==> config.mk <==
export PLATFORM = sky130hd
export DESIGN_NAME = led_pwm_driver
export DESIGN_NICKNAME = d
export VERILOG_FILES = /design/src/rtl/led_pkg.sv /design/src/rtl/led_timebase.sv /design/src/rtl/led_pwm_driver.sv
export SDC_FILE = /design/constraint.sdc
export NUM_CORES = 1
export LEC_CHECK = 0
export ABC_AREA = 1
export CORE_MARGIN = 1.5
export CORE_UTILIZATION = 54
export DETAILED_ROUTE_END_ITERATION = 10
export PLACE_DENSITY = 0.8
export SYNTH_ARGS = -nofsm -noshare
export SYNTH_HDL_FRONTEND = slang
export SYNTH_SLANG_ARGS = --single-unit
==> constraint.sdc <==
create_clock -name clk -period 2.8 [get_ports clk]
set_clock_uncertainty 0.15 [all_clocks]
set_input_delay 0.42 -clock clk [delete_from_list [all_inputs] [get_ports clk]]
set_output_delay 0.42 -clock clk [all_outputs]
set_load 0.005 [all_outputs]
==> src/rtl/led_pkg.sv <==
// led_pkg: shared register map and bus helpers
// for the LED PWM driver slice.
package led_pkg;

  localparam logic [1:0] LED_PATTERN = 2'd0;
  localparam logic [1:0] LED_BLINK   = 2'd1;
  localparam logic [1:0] LED_DUTY    = 2'd2;
  localparam logic [1:0] LED_PERIOD  = 2'd3;

  function automatic logic [31:0] be_merge(
    input logic [31:0] old_w,
    input logic [31:0] new_w,
    input logic [3:0]  be
  );
    logic [31:0] m;
    m = old_w;
    for (int i = 0; i < 4; i++)
      if (be[i]) m[8*i +: 8] = new_w[8*i +: 8];
    return m;
  endfunction

endpackage

==> src/rtl/led_timebase.sv <==
// led_timebase: free-running PWM counter plus
// blink prescaler and phase with restart on write.
module led_timebase
  import led_pkg::*;
#(
  parameter int PWM_BITS = 8
) (
  input  logic                clk,
  input  logic                reset,
  input  logic [31:0]         period,
  input  logic                period_wr,
  input  logic [PWM_BITS-1:0] duty,
  output logic                pwm_on,
  output logic                phase
);

  logic [PWM_BITS-1:0] pwm_cnt;
  logic [31:0]         presc;

  // PWM counter wraps naturally from all-ones to 0
  always_ff @(posedge clk) begin
    if (reset) pwm_cnt <= '0;
    else       pwm_cnt <= pwm_cnt + 1'b1;
  end

  // blink prescaler; a PERIOD write beats terminal count
  always_ff @(posedge clk) begin
    if (reset || period_wr || period == 32'd0) begin
      presc <= '0;
      phase <= 1'b1;
    end else if (presc == period - 32'd1) begin
      presc <= '0;
      phase <= ~phase;
    end else begin
      presc <= presc + 32'd1;
    end
  end

  assign pwm_on = (duty == '1) || (pwm_cnt < duty);

endmodule

==> src/rtl/led_pwm_driver.sv <==
// led_pwm_driver: bridge slave with pattern, blink,
// duty and period registers driving active-low LEDs.
module led_pwm_driver
  import led_pkg::*;
#(
  parameter int          N_LED     = 32,
  parameter int          PWM_BITS  = 8,
  parameter logic [31:0] BASE_ADDR = 32'h0000_7f50
) (
  input  logic             clk,
  input  logic             reset,
  input  logic             WE,
  input  logic [3:0]       BE,
  input  logic [31:0]      Addr,
  input  logic [31:0]      Din,
  output logic [31:0]      Dout,
  output logic [N_LED-1:0] led_light
);

  logic [N_LED-1:0]    pattern;
  logic [N_LED-1:0]    blink;
  logic [PWM_BITS-1:0] duty;
  logic [31:0]         period;

  logic [31:0] pattern_ext, blink_ext, duty_ext;
  logic [31:0] pattern_nxt, blink_nxt, duty_nxt;
  logic [31:0] period_nxt;

  logic             cs, wr, period_wr;
  logic [1:0]       idx;
  logic             pwm_on, phase;
  logic [N_LED-1:0] lit;
  logic             unused_bits;

  assign cs  = (Addr[31:4] == BASE_ADDR[31:4]);
  assign idx = Addr[3:2];
  assign wr  = WE & cs;
  assign period_wr = wr & (idx == LED_PERIOD) & (|BE);

  // zero-extend registers to bus width
  always_comb begin
    pattern_ext = '0;
    blink_ext   = '0;
    duty_ext    = '0;
    pattern_ext[N_LED-1:0]  = pattern;
    blink_ext[N_LED-1:0]    = blink;
    duty_ext[PWM_BITS-1:0]  = duty;
  end

  // byte-enable merged candidate values
  always_comb begin
    pattern_nxt = be_merge(pattern_ext, Din, BE);
    blink_nxt   = be_merge(blink_ext, Din, BE);
    duty_nxt    = be_merge(duty_ext, Din, BE);
    period_nxt  = be_merge(period, Din, BE);
  end

  // register file; reset overrides any write
  always_ff @(posedge clk) begin
    if (reset) begin
      pattern <= '0;
      blink   <= '0;
      duty    <= '0;
      period  <= '0;
    end else if (wr) begin
      case (idx)
        LED_PATTERN: pattern <= pattern_nxt[N_LED-1:0];
        LED_BLINK:   blink   <= blink_nxt[N_LED-1:0];
        LED_DUTY:    duty    <= duty_nxt[PWM_BITS-1:0];
        default:     period  <= period_nxt;
      endcase
    end
  end

  // read mux ignores chip select
  always_comb begin
    Dout = '0;
    case (idx)
      LED_PATTERN: Dout = pattern_ext;
      LED_BLINK:   Dout = blink_ext;
      LED_DUTY:    Dout = duty_ext;
      default:     Dout = period;
    endcase
  end

  led_timebase #(
    .PWM_BITS (PWM_BITS)
  ) u_timebase (
    .clk       (clk),
    .reset     (reset),
    .period    (period),
    .period_wr (period_wr),
    .duty      (duty),
    .pwm_on    (pwm_on),
    .phase     (phase)
  );

  assign lit = pattern & {N_LED{pwm_on}} & (~blink | {N_LED{phase}});

  // single active-low output register stage
  always_ff @(posedge clk) begin
    if (reset) led_light <= '1;
    else       led_light <= ~lit;
  end

  assign unused_bits = ^{Addr[1:0], pattern_nxt, blink_nxt, duty_nxt};

endmodule

* Word-level counts from Yosys, hierarchy flattened
Index checks and enable logic that the tools add are counted.
Operators by class: equality and inequality tests 6, order comparisons 1, add/sub/neg operators 3, reductions and logical operators 21, mux-type cells 1, bitwise logic cells 10
Operators with widths (count):
- $pmux 32 s3 | 1
- $and 32x32->32 | 2
- $not 32->32 | 2
- $reduce_and 3->1 | 13
- $add 32x1->32 const B | 1
- $eq 32x32->1 | 1
- $logic_not 32->1 | 1
- $or 32x32->32 | 1
- $sub 32x1->32 const B | 1
- $eq 28x11->1 const B | 1
- $add 8x1->8 const B | 1
- $eq 8x8->1 const B | 1
- $lt 8x8->1 | 1
- $eq 2x2->1 const B | 2
- $reduce_or 4->1 | 1
- $and 1x1->1 | 3
- $logic_or 1x1->1 | 3
- $reduce_or 3->1 | 1
- $eq 2x1->1 const B | 1
- $logic_not 2->1 | 1
- $not 1->1 | 2
- $reduce_or 2->1 | 1
Word-level totals: output and inout bits 64, word-level logic and storage cells 59, bits in registers 177, input port bits 71

* Logic depth before layout (Yosys ltp)
depth in word-level cells 7, mapped depth 17, mapped depth without buffers 16

* By module
From an unflattened synthesis, not the netlist that was laid out.
Second synthesis, totals: cells, all modules 1661, area, all modules 10646.5 µm²
Modules (own cells, without submodules):
- led_pwm_driver | sequential area each 2722.6 µm², instances 1, area an instance 7003.0 µm², cells each 1052
- led_timebase | sequential area each 820.8 µm², instances 1, area an instance 3643.5 µm², cells each 609

* Worst setup path before layout
OpenSTA, ideal clock, no wires.
path type register -> register, from reg period[0], to reg u_timebase.presc[9], data required time 2533 ps, path slack 635 ps, period minus slack after synthesis 2165 ps, data arrival time 1898 ps, stages on the path, launching flop included 17, buffers on the path 1, library setup time 117 ps, cells stage by stage dfxtp_1 inv_1 ha_1 nand2_2 nor2_8 nand2_2 o21ai_1 nand2_1 nand2_1 nand2_1 nor2_1 nand2_1 nor2_2 nand3_2 nand2_4 buf_12 nor2_2
On the way: longest elaborated chain between the ends 3, elaborated cells on any way between the ends 5, those cells by class add/sub: 1; eq/ne: 1; reduce/logical: 3
Ends and longest elaborated chain:
- from (decl) | RTL line led_pwm_driver.sv:23 | logic [31:0] period;
- from (signal assigned) | RTL line led_pwm_driver.sv:70 | default: period <= period_nxt;
- $sub 32x1->32 / $logic_not 32->1 (equally long branches) | RTL line led_timebase.sv:31, led_timebase.sv:28
- $eq 32x32->1 / $logic_or 1x1->1 (equally long branches) | RTL line led_timebase.sv:31, led_timebase.sv:28
- $reduce_or 2->1 (no source line) *
- to (signal assigned) | RTL line led_timebase.sv:35 | presc <= presc + 32'd1;
- to (decl) | RTL line led_timebase.sv:18 | logic [31:0] presc;
Mark *: on every way between the ends. The rest lies on a longest branch, timed or not. A chain may end at the register's enable or synchronous reset.

* Worst setup path in the final report
from in Addr[2], to out Dout[23]
On the way: longest elaborated chain between the ends 2, elaborated cells on any way between the ends 4, those cells by class eq/ne: 2; mux: 1; reduce/logical: 1
Ends and longest elaborated chain:
- from (decl) | RTL line led_pwm_driver.sv:14 | input logic [31:0] Addr,
- $eq 2x2->1, or another cell as far along | RTL line led_pwm_driver.sv:78 | case (idx)
- $pmux 32 s3 * | RTL line led_pwm_driver.sv:78
- to (decl) | RTL line led_pwm_driver.sv:16 | output logic [31:0] Dout,
Marked as above.

==> results by group <==
Status
  – Status: finished clean

Finish
  – Fraction of layout cells with a size suffix above 1: 8.63%
  – Seq. cell area: about 3500 um^2
  – Ant. Diodes: 0
  – Filler cell count in the final layout: 1271
  – Multi-input logic area: between 4000 and 5000 um^2
  – Layout Nets: 1377
  – Area Growth Syn to Fin: 27.9%

Hold path
  – Hold crit path type: reg2reg

Yosys
  – Ys async rst share: 0%
  – Post-synth EDFFs: 0
  – Yosys warning count: 0
  – Synth Area per Inst: between 7 and 8 um^2
  – Seq/Total Area, Yosys: between 40% and 50%
  – Cell Area, Synth: 8660 um^2
  – Synth Flop Type: dfxtp_1
  – Yosys reg bits: about 180
  – Cell variety after synth: 41
  – Net count after synthesis: approximately 1200
  – Synthesized netlist cell count: 1164

Setup path
  – Worst path slowest cell: clkdlybuf4s50_1
  – Critical path cell sequence: clkdlybuf4s50_1 > inv_1 > nor2_1 > inv_1 > buf_12 > o221ai_1 > clkdlybuf4s50_1
  – WP data required: 2230 ps
  – Crit Path Max Fanout: 27
  – Crit path capture type: output pin
  – Worst Path Arrival: 2180 ps
  – Worst Setup Start Kind: input pin
  – Setup CP Type: in2out
  – Max stage delay on crit path: 560 ps

Floorplanning
  – Die area: 16800 um^2
  – Die width: 130 um
  – Rows: 46
  – I/O pin cnt: 135
  – Starting density of the core: 54.9%
  – DIE HEIGHT: 130 um
  – Core Area: around 16000 um^2

Timing
  – Worst-Margin Slew: 691 ps
  – Crit path time final: 2750 ps
  – Max Freq: around 360 MHz
  – Slew headroom: 53.6%
  – Max-slew violation count: 0
  – RSZ-0062 raised after global routing: true
  – Final period util: 98.3%
  – Fin. Hold Viols: 0
  – Setup violators final: 0
  – Hold Worst Slack: 299 ps

Global route
  – GRT Util Overall: around 30%
  – Vias in the first global route: 7955
  – First-pass GRT wire length: 39.9 mm
  – Pin count of the biggest net entering global routing: 76
  – Number of antenna violations at the first check in global routing: 0
  – Total grt overflow: 0

CTS
  – Cts bufs inserted: 17
  – H-Tree Depth: 4
  – CTS Root Cell: clkbuf_16
  – CTS tree: done
  – Clock-pin slew on the worst setup and hold paths: 80 ps
  – Num Clock Sinks: between 150 and 200
  – Max clock buf depth: 2
  – Clk Latency, worst-skew pair: 450 ps

Job
  – Max-cap viol count: 0

Routing
  – Initial DRC Count: 949
  – ANT nets after route: 0
  – Final wirelength: 24.5 mm
  – Via count: 8406
  – DR WL/cell: 16.1 um
  – Iteration count of the initial detailed-routing pass: 5
  – DRC: 0
  – Via-per-instance ratio: 5.51

Place
  – PortBufs: 132
  – RD Place Congestion: 0.918
  – HPWL after detailed placement: 17.8 mm

Power
  – Power per Cell Area: 476 nW/um^2
  – Peak VDD IR: 0.000559 V
  – Tot Pwr: 5280 uW
  – Leak: ~0.0043 uW
## report_power, final
group | internal (uW) | switching [uW] | total (uW)
Combinational | 145 | 161 | 306
Clock | 1230 | 1220 | 2450
Sequential | 2520 | 3.44 | 2520
## layer usage
layer  track usage (%)  part of all wire (%)  vias to the layer above
li1                  -                     -                     4155
met1              40.9                    44                     3841
met2              49.1                    46                      366
met3              6.23                   7.5                       44
met4              9.93                   2.3                        0
met5                 0                     0                        -
## per-stage QoR
step	TNS, ps	area [um^2]	worst slack [ps]	util [%]	instances
2_1_floorplan	0	8660	635	-	1164
3_3_place_gp	-8.25	10400	-8.25	65.8	1492
3_5_place_dp	-47.4	10400	-47.4	65.8	1492
4_1_cts	0	11000	14.9	69.8	1524
5_1_grt	-46.3	11100	-14.3	70.3	1525
6_report	0	11100	48.9	70.3	1525
## layout by cell type, fill, tap and decap left out, types with 2 or more instances in the layout
| cell | n |
|---|---|
| o22ai_2 | 3 |
| nand2_1 | 153 |
| ha_1 | 9 |
| nor4_1 | 5 |
| o221ai_1 | 21 |
| dfxtp_1 | 177 |
| o21ai_0 | 117 |
| inv_6 | 2 |
| clkinv_4 | 2 |
| nand3_1 | 45 |
| nand2_4 | 2 |
| inv_1 | 169 |
| xnor2_1 | 23 |
| inv_12 | 2 |
| o22ai_1 | 5 |
| or2_2 | 3 |
| buf_4 | 19 |
| o221ai_2 | 3 |
| inv_8 | 2 |
| clkinv_8 | 7 |
| nor3_1 | 14 |
| o2111ai_1 | 32 |
| nor2_4 | 3 |
| nand3_2 | 3 |
| nor2_1 | 103 |
| xor2_1 | 43 |
| nand4_1 | 19 |
| buf_12 | 10 |
| a21oi_1 | 118 |
| nor3b_1 | 2 |
| nor3_2 | 2 |
| clkdlybuf4s50_1 | 119 |
| nor2_2 | 22 |
| dlymetal6s2s_1 | 12 |
| clkbuf_16 | 17 |
| nand2_2 | 4 |
## cells by family after synthesis
| logic type | count (synthesis) | share of synthesized area [%] |
|---|---|---|
| buffers and inverters | 218 | 9.97 |
| adder cells (fa/ha/maj) | 10 | 1.44 |
| XOR/XNOR | 67 | 6.93 |
| AND/OR/NAND/NOR | 387 | 20.5 |
| AO/OA/AOI/OAI | 305 | 20.2 |
| flip-flops | 177 | 40.9 |
## final timing paths
check / startpoint / depth (start not counted) / to / slack [ps]
worst max register to register: period[0] / 11 / u_timebase.presc[31] / 170
worst min-delay path: pattern[1] / 1 / led_light[1] / 300
worst min register to register: pattern[1] / 1 / led_light[1] / 300
worst max-delay path: Addr[2] / 7 / Dout[23] / 50
## sequential cells by signal (all words and copies together) (netlist names)
name and flops:
period 32, duty 8, led_light 32, blink 32
pattern 32, u_timebase.phase 1, u_timebase.presc 32, u_timebase.pwm_cnt 8
## timing repair
action / 4_1_cts / 5_1_grt
hold buffers: 0 / 0
setup endpoints to repair: 2 / 51
resized for setup: 2 / 19
setup buffers: 0 / 1
gates cloned: 0 / 0
pin swaps: 0 / 1
## cells in the mapped netlist (2+ instances only)
cell / count / share of area (%)
nand3_1: 45 / 2.6
xnor2_1: 23 / 2.3
o2111ai_1: 32 / 3.2
nor3_1: 14 / 0.81
nor3_2: 2 / 0.23
o21ai_1: 2 / 0.12
or2_2: 3 / 0.22
buf_2: 11 / 0.64
buf_6: 2 / 0.26
ha_1: 10 / 1.4
o21ai_0: 117 / 6.8
nor2_1: 104 / 4.5
nand3_2: 3 / 0.35
inv_1: 170 / 7.4
nand2_1: 153 / 6.6
o221ai_1: 24 / 2.4
clkbuf_1: 33 / 1.4
nor3b_1: 2 / 0.17
a21oi_1: 119 / 6.9
nor2_2: 21 / 1.5
xor2_1: 43 / 4.3
nand2_2: 4 / 0.29
nor4_1: 5 / 0.36
dfxtp_1: 177 / 41
nor2_4: 3 / 0.39
o22ai_1: 8 / 0.58
nand2_4: 2 / 0.26
nand4_1: 19 / 1.4
## final cells by class
class	count	area share, %
clock buffer	17	3.84
clock inverter	15	1.84
inverter	170	5.76
multi-input combinational	769	38.9
sequential	177	32.0
tap	216	2.44
timing repair buffer	161	15.3
## critical path, delay by kind of cell
family                 cells  cell delay (ps)
buffers and inverters      5             1360
AOI/OAI and AO/OA          1              250
and+or+nand+nor            1              120
No activity file was read; power rests on OpenSTA's default activity.
